`config.mk`:
```
export PLATFORM = sky130hd
export DESIGN_NAME = ni_port_ctrl_flat
export DESIGN_NICKNAME = d
export VERILOG_FILES = /design/src/rtl/ni_port_ctrl_if.sv /design/src/rtl/ni_port_ctrl.sv /design/src/flat_wrapper.sv
export SDC_FILE = /design/constraint.sdc
export NUM_CORES = 1
export LEC_CHECK = 0
export BUFFER_PORTS_ARGS = -buffer_cell sky130_fd_sc_hd__buf_2
export CORE_UTILIZATION = 47
export CTS_CLUSTER_DIAMETER = 40
export CTS_CLUSTER_SIZE = 30
export DETAILED_ROUTE_END_ITERATION = 6
export PLACE_DENSITY = 0.73
export SLEW_MARGIN = 20
export SYNTH_ARGS = -nofsm -noshare
export SYNTH_HDL_FRONTEND = slang
export SYNTH_SLANG_ARGS = --single-unit
```
`constraint.sdc`:
```
create_clock -name clk -period 4 [get_ports clk]
set_input_delay 0.8 -clock clk [delete_from_list [all_inputs] [get_ports clk]]
set_output_delay 0.8 -clock clk [all_outputs]
set_load 0.005 [all_outputs]
```
`src/rtl/ni_port_ctrl_if.sv`:
```
// Bundle of the core-side and router-side signals of one NoC port controller.
// The slave modport is the controller's view; master is the core/router view.
interface ni_port_ctrl_if #(
    parameter int ADDR_W = 2,
    parameter int DATA_W = 32
);
    localparam int FW = DATA_W + 2 * ADDR_W;

    logic              proc_valid;
    logic [ADDR_W-1:0] proc_dest;
    logic [DATA_W-1:0] proc_data;
    logic              stall;
    logic              proc_ready_in;
    logic              proc_rx_valid;
    logic [DATA_W-1:0] proc_rx_data;
    logic [ADDR_W-1:0] proc_rx_src;
    logic              tx_valid;
    logic              tx_ready;
    logic [FW-1:0]     tx_flit;
    logic              net_rx_valid;
    logic              net_rx_ready;
    logic [FW-1:0]     net_rx_flit;
    logic              tx_timeout;
    logic              rx_misroute;

    modport slave (
        input  proc_valid, proc_dest, proc_data, proc_ready_in,
        input  tx_ready, net_rx_valid, net_rx_flit,
        output stall, proc_rx_valid, proc_rx_data, proc_rx_src,
        output tx_valid, tx_flit, net_rx_ready, tx_timeout, rx_misroute
    );

    modport master (
        output proc_valid, proc_dest, proc_data, proc_ready_in,
        output tx_ready, net_rx_valid, net_rx_flit,
        input  stall, proc_rx_valid, proc_rx_data, proc_rx_src,
        input  tx_valid, tx_flit, net_rx_ready, tx_timeout, rx_misroute
    );
endinterface

```
`src/rtl/ni_port_ctrl.sv`:
```
// NoC port controller: one-deep send buffer with valid/ready injection and a
// 2-entry receive FIFO toward the core, plus sticky timeout/misroute flags.
module ni_port_ctrl #(
    parameter int NODE_ID = 0,
    parameter int ADDR_W  = 2,
    parameter int DATA_W  = 32,
    parameter int TIMEOUT = 64
) (
    input logic            clk,
    input logic            rst,
    ni_port_ctrl_if.slave  bus
);
    localparam int FW      = DATA_W + 2 * ADDR_W;
    localparam int ENTRY_W = ADDR_W + DATA_W;
    localparam int CNT_W   = $clog2(TIMEOUT + 1);
    localparam logic [ADDR_W-1:0] NODE   = ADDR_W'(NODE_ID);
    localparam logic [CNT_W-1:0]  TO_MAX = CNT_W'(TIMEOUT);

    typedef enum logic {IDLE, SEND} tx_state_t;

    tx_state_t         state_reg, state_next;
    logic [FW-1:0]     flit_reg, flit_next;
    logic [CNT_W-1:0]  cnt_reg, cnt_next;
    logic              timeout_reg, timeout_next;

    always_ff @(posedge clk or posedge rst) begin
        if (rst) begin
            state_reg   <= IDLE;
            flit_reg    <= '0;
            cnt_reg     <= '0;
            timeout_reg <= 1'b0;
        end else begin
            state_reg   <= state_next;
            flit_reg    <= flit_next;
            cnt_reg     <= cnt_next;
            timeout_reg <= timeout_next;
        end
    end

    always_comb begin
        logic capture;
        state_next   = state_reg;
        flit_next    = flit_reg;
        cnt_next     = cnt_reg;
        timeout_next = timeout_reg;
        capture      = 1'b0;
        case (state_reg)
            IDLE: capture = bus.proc_valid;
            SEND: begin
                if (bus.tx_ready) begin
                    if (bus.proc_valid) capture = 1'b1;
                    else                state_next = IDLE;
                end else if (cnt_reg != TO_MAX) begin
                    // Wait count saturates; the flit keeps being offered regardless.
                    cnt_next = cnt_reg + 1'b1;
                    if (cnt_next == TO_MAX) timeout_next = 1'b1;
                end
            end
            default: state_next = IDLE;
        endcase
        if (capture) begin
            state_next = SEND;
            flit_next  = {NODE, bus.proc_dest, bus.proc_data};
            cnt_next   = '0;
        end
    end

    assign bus.tx_valid   = (state_reg == SEND);
    assign bus.tx_flit    = flit_reg;
    assign bus.tx_timeout = timeout_reg;
    assign bus.stall      = (state_reg == SEND) & bus.proc_valid & ~bus.tx_ready;

    // Receive side
    logic                     wr_ptr_reg, rd_ptr_reg;
    logic [1:0]               count_reg;
    logic                     misroute_reg;
    logic [1:0][ENTRY_W-1:0]  entries;
    logic [ADDR_W-1:0]        rx_src, rx_dest;
    logic [DATA_W-1:0]        rx_data;
    logic                     rx_ready, accept, store, pop;

    assign rx_src   = bus.net_rx_flit[FW-1 -: ADDR_W];
    assign rx_dest  = bus.net_rx_flit[DATA_W +: ADDR_W];
    assign rx_data  = bus.net_rx_flit[DATA_W-1:0];
    assign rx_ready = (count_reg != 2'd2);
    assign accept   = bus.net_rx_valid & rx_ready;
    assign store    = accept & (rx_dest == NODE);
    assign pop      = (count_reg != 2'd0) & bus.proc_ready_in;

    genvar gi;
    generate
        for (gi = 0; gi < 2; gi++) begin : g_entry
            logic [ENTRY_W-1:0] entry_reg;
            always_ff @(posedge clk or posedge rst) begin
                if (rst)
                    entry_reg <= '0;
                else if (store && wr_ptr_reg == 1'(gi))
                    entry_reg <= {rx_src, rx_data};
            end
            assign entries[gi] = entry_reg;
        end
    endgenerate

    always_ff @(posedge clk or posedge rst) begin
        if (rst) begin
            wr_ptr_reg   <= 1'b0;
            rd_ptr_reg   <= 1'b0;
            count_reg    <= 2'd0;
            misroute_reg <= 1'b0;
        end else begin
            if (store) wr_ptr_reg <= ~wr_ptr_reg;
            if (pop)   rd_ptr_reg <= ~rd_ptr_reg;
            case ({store, pop})
                2'b10:   count_reg <= count_reg + 2'd1;
                2'b01:   count_reg <= count_reg - 2'd1;
                default: count_reg <= count_reg;
            endcase
            // Misrouted flits are drained so they cannot block the router port.
            if (accept && !store) misroute_reg <= 1'b1;
        end
    end

    assign bus.net_rx_ready  = rx_ready;
    assign bus.proc_rx_valid = (count_reg != 2'd0);
    assign {bus.proc_rx_src, bus.proc_rx_data} = entries[rd_ptr_reg];
    assign bus.rx_misroute   = misroute_reg;
endmodule

```
`src/flat_wrapper.sv`:
```
// flat-port wrapper written by rule: the top's interface ports become plain ports
module ni_port_ctrl_flat 
#(
    parameter int NODE_ID = 0,
    parameter int ADDR_W  = 2,
    parameter int DATA_W  = 32,
    parameter int TIMEOUT = 64
)
  (clk, rst, bus_proc_valid, bus_proc_dest, bus_proc_data, bus_proc_ready_in, bus_tx_ready, bus_net_rx_valid, bus_net_rx_flit, bus_stall, bus_proc_rx_valid, bus_proc_rx_data, bus_proc_rx_src, bus_tx_valid, bus_tx_flit, bus_net_rx_ready, bus_tx_timeout, bus_rx_misroute);
  ni_port_ctrl_if #(.ADDR_W(ADDR_W), .DATA_W(DATA_W)) bus_i ();
  input logic clk;
  input logic rst;
  input wire logic [$bits(bus_i.proc_valid)-1:0] bus_proc_valid;
  input wire logic [$bits(bus_i.proc_dest)-1:0] bus_proc_dest;
  input wire logic [$bits(bus_i.proc_data)-1:0] bus_proc_data;
  input wire logic [$bits(bus_i.proc_ready_in)-1:0] bus_proc_ready_in;
  input wire logic [$bits(bus_i.tx_ready)-1:0] bus_tx_ready;
  input wire logic [$bits(bus_i.net_rx_valid)-1:0] bus_net_rx_valid;
  input wire logic [$bits(bus_i.net_rx_flit)-1:0] bus_net_rx_flit;
  output wire logic [$bits(bus_i.stall)-1:0] bus_stall;
  output wire logic [$bits(bus_i.proc_rx_valid)-1:0] bus_proc_rx_valid;
  output wire logic [$bits(bus_i.proc_rx_data)-1:0] bus_proc_rx_data;
  output wire logic [$bits(bus_i.proc_rx_src)-1:0] bus_proc_rx_src;
  output wire logic [$bits(bus_i.tx_valid)-1:0] bus_tx_valid;
  output wire logic [$bits(bus_i.tx_flit)-1:0] bus_tx_flit;
  output wire logic [$bits(bus_i.net_rx_ready)-1:0] bus_net_rx_ready;
  output wire logic [$bits(bus_i.tx_timeout)-1:0] bus_tx_timeout;
  output wire logic [$bits(bus_i.rx_misroute)-1:0] bus_rx_misroute;
  assign bus_i.proc_valid = bus_proc_valid;
  assign bus_i.proc_dest = bus_proc_dest;
  assign bus_i.proc_data = bus_proc_data;
  assign bus_i.proc_ready_in = bus_proc_ready_in;
  assign bus_i.tx_ready = bus_tx_ready;
  assign bus_i.net_rx_valid = bus_net_rx_valid;
  assign bus_i.net_rx_flit = bus_net_rx_flit;
  assign bus_stall = bus_i.stall;
  assign bus_proc_rx_valid = bus_i.proc_rx_valid;
  assign bus_proc_rx_data = bus_i.proc_rx_data;
  assign bus_proc_rx_src = bus_i.proc_rx_src;
  assign bus_tx_valid = bus_i.tx_valid;
  assign bus_tx_flit = bus_i.tx_flit;
  assign bus_net_rx_ready = bus_i.net_rx_ready;
  assign bus_tx_timeout = bus_i.tx_timeout;
  assign bus_rx_misroute = bus_i.rx_misroute;
  ni_port_ctrl #(.NODE_ID(NODE_ID), .ADDR_W(ADDR_W), .DATA_W(DATA_W), .TIMEOUT(TIMEOUT)) u_core (.clk(clk), .rst(rst), .bus(bus_i));
endmodule
```
==> flow_metrics.tcl <==
set metrics [dict create \
    status "completed" \
    first_iter_violations 118 \
    holdBufCountCts 0 \
    yosysWarnings 0 \
    grt_max_degree 117 \
    synthMuxAreaShare_pct 32.05 \
    ctsLongestPathBuffers 2 \
    p_per_area_nw_per_um2 740.9 \
    slew_violations 0 \
    finalHoldViolations 0 \
    routed_wl_um 10140 \
    finalSetupViolations 0 \
    rows 37 \
    coreArea_um2 10460 \
    synth_xor_area_share_pct 1.531 \
    startpoint_type "register" \
    die_w_um 106.7 \
    leakagePower_nw 3.266 \
    crit_type "register to primary output" \
    largest_reg_flops 68 \
    grt_pass1_vias 3362 \
    antenna_found_initial 0 \
    r2r_slack_ns 2.13 \
    start_util_pct 49.21 \
    cp-end-kind "primary output" \
    ys_types 39 \
    ir_drop_uv 399.3 \
    dp_hpwl_um 6821 \
    worstPathArrival_ns 2.10 \
    cts_setup_buffers 0 \
    crit_fanout 25 \
    hold_path.class "input port to asynchronous set/reset pin" \
    worst_pin_slew_ns 0.6818 \
    finalWorstPathRequiredPeriod_ns 2.900 \
    globalRouteOverflowTotal 0 \
    post-route-drc-count 0 \
    yosysSeqAreaShare_pct 56.38 \
    worstSkewPairLatency_ns 0.51 \
    multiInputGateArea_um2 2098 \
    worstSetupStartpoint "u_core.rd_ptr_reg" \
    yosysTopAreaCell "dfrtp_1" \
    path_clk_slew_ns 0.05 \
    rr_worst_depth 6 \
    synthCells 341 \
    slew_headroom_pct 54.54 \
    seq_area_um2 2903 \
    cts_buffers 17 \
    syn2layout_area_growth_pct 28.07 \
    period_share_pct 72.49 \
    r2r-end "u_core.bus.tx_timeout" \
    drt-wirelength-per-cell_um 15.73 \
    die_area_um2 11380 \
    synth_area_leaders "dfrtp_1, mux2_2, mux2_4, buf_12, xor2_1" \
    crit_path_end "bus_proc_rx_data[12]" \
    required_ns 3.20 \
    setup_tns_ns 0 \
    ctsResizeCount 0 \
    fill_cells 828 \
    synth_simple_gate_area_share_pct 4.204 \
    firstDrtPassIters 4 \
    via_count 3260 \
    num_antenna_cells 0 \
    synth_top_area_share_pct 56.38 \
    synth_top_family_by_area "multiplexers" \
    rsz0062_at_grt "no" \
    ant_nets 0 \
    vias_per_cell 5.054 \
    grt_pass1_wl_um 16590 \
    htree_levels 4 \
    maxCapViolations 0 \
    finClkSkew_ns 0.006170 \
    synth_compound_area_share_pct 1.798 \
    io_buffers 149 \
    yosys_register_bits 116 \
    syn_avg_cell_area_um2 15.10 \
    yosys.area_share.adder_pct 0.9721 \
    synth.cell_area_um2 5149 \
    root_buffer "clkbuf_8" \
    place_congestion 0.7726 \
    die_height_um 106.7 \
    reg2reg_from "u_core.cnt_reg[0]" \
    layout-drive-gt1-share_pct 64.44 \
    fmax_mhz 344.9 \
    clock-sinks 116 \
    num_io_pins 152 \
    num-nets-final 576 \
    grt_usage_pct 19.26 \
    tritoncts "done" \
    final_core_util_pct 63.02 \
]
## layout by cell type, fill, tap and decap left out, types with 3 or more instances in the layout
| master | count |
|---|---|
| buf_4 | 3 |
| buf_2 | 149 |
| clkbuf_8 | 4 |
| inv_1 | 3 |
| bufinv_16 | 4 |
| xor2_1 | 6 |
| clkbuf_16 | 16 |
| mux2_4 | 29 |
| o21ai_0 | 7 |
| clkbuf_1 | 3 |
| nor2_1 | 7 |
| nand2_1 | 10 |
| mux2_2 | 107 |
| dfrtp_1 | 116 |
| nand3_1 | 3 |
| xnor2_1 | 3 |
| clkinv_2 | 3 |
| ha_1 | 4 |
## routing by layer
metal	track usage (%)	routed length, µm	vias up
li1	-	-	1506
met1	23.12	4262	1610
met2	31.06	4918	129
met3	7.416	805	15
met4	7.828	156	0
met5	0	0	-
## critical path, cell delays in order (launching register included)
cell and delay, ns:
dfrtp_1 0.62, buf_4 0.43, mux2_2 0.39, buf_2 0.14
## power by group
group / internal, mW / total (mW) / switching, mW
registers: 1.60 / 1.85 / 0.251
logic: 0.937 / 1.46 / 0.527
clock network: 1.06 / 1.57 / 0.512
## worst min-delay path by stage
stage	end	depth (start not counted)	from	slack [ns]
after CTS	u_core.bus.tx_flit[33]	3	rst	0.47
after global routing	u_core.bus.tx_flit[3]	3	rst	0.49
final	u_core.bus.tx_flit[4]	3	rst	0.45
after floorplan	u_core.bus.tx_timeout	1	u_core.bus.tx_timeout	0.46
after detailed placement	u_core.bus.rx_misroute	1	u_core.bus.rx_misroute	0.46
after global placement	u_core.bus.rx_misroute	1	u_core.bus.rx_misroute	0.45
## per-stage QoR
stage / hold WS [ns] / cell area, µm² / cells / worst slack, ns / power [mW]
5_1_grt: 0.4865 / 6594 / 645 / 0.9915 / 5.178
3_5_place_dp: 0.4569 / 5977 / 613 / 1.575 / 3.344
4_1_cts: 0.4691 / 6594 / 645 / 1.062 / 4.951
2_1_floorplan: 0.4626 / 5152 / 342 / 0.1276 / 2.810
6_report: 0.4480 / 6594 / 645 / 1.100 / 4.885
3_3_place_gp: 0.4529 / 5974 / 613 / 1.510 / 3.279
## cells in the mapped netlist, drive strengths merged
cell	number
mux2	136
dfrtp	116
buf	13
nand2	10
nor2	8
o21ai	7
xor2	6
clkbuf	5
ha	4
inv	4
nand3	4
nand2b	3
or2	3
xnor2	3
a21oi	2
a31o	2
and2	2
and3	2
a21o	1
a22o	1
a31oi	1
and4bb	1
conb	1
mux2i	1
nand3b	1
nand4	1
nor2b	1
nor3	1
o21bai	1
## cells by family (layout without fill, tap and decap cells)
family / Yosys count / in the layout
AO/OA/AOI/OAI: 15 / 15
AND/OR/NAND/NOR: 37 / 37
XOR/XNOR: 9 / 9
flip-flops: 116 / 116
other: 1 / 2
multiplexers: 137 / 137
buffers and inverters: 22 / 189
adder cells (fa/ha/maj): 4 / 4
## area by class of cell
cell class	instances	area share, %
inverter	4	0.2657
clock buffer	23	7.078
timing repair buffer	153	11.95
sequential	116	44.02
clock inverter	9	2.277
multi-input combinational	204	31.82
tap	136	2.581
(Power assumes the default switching activity.)
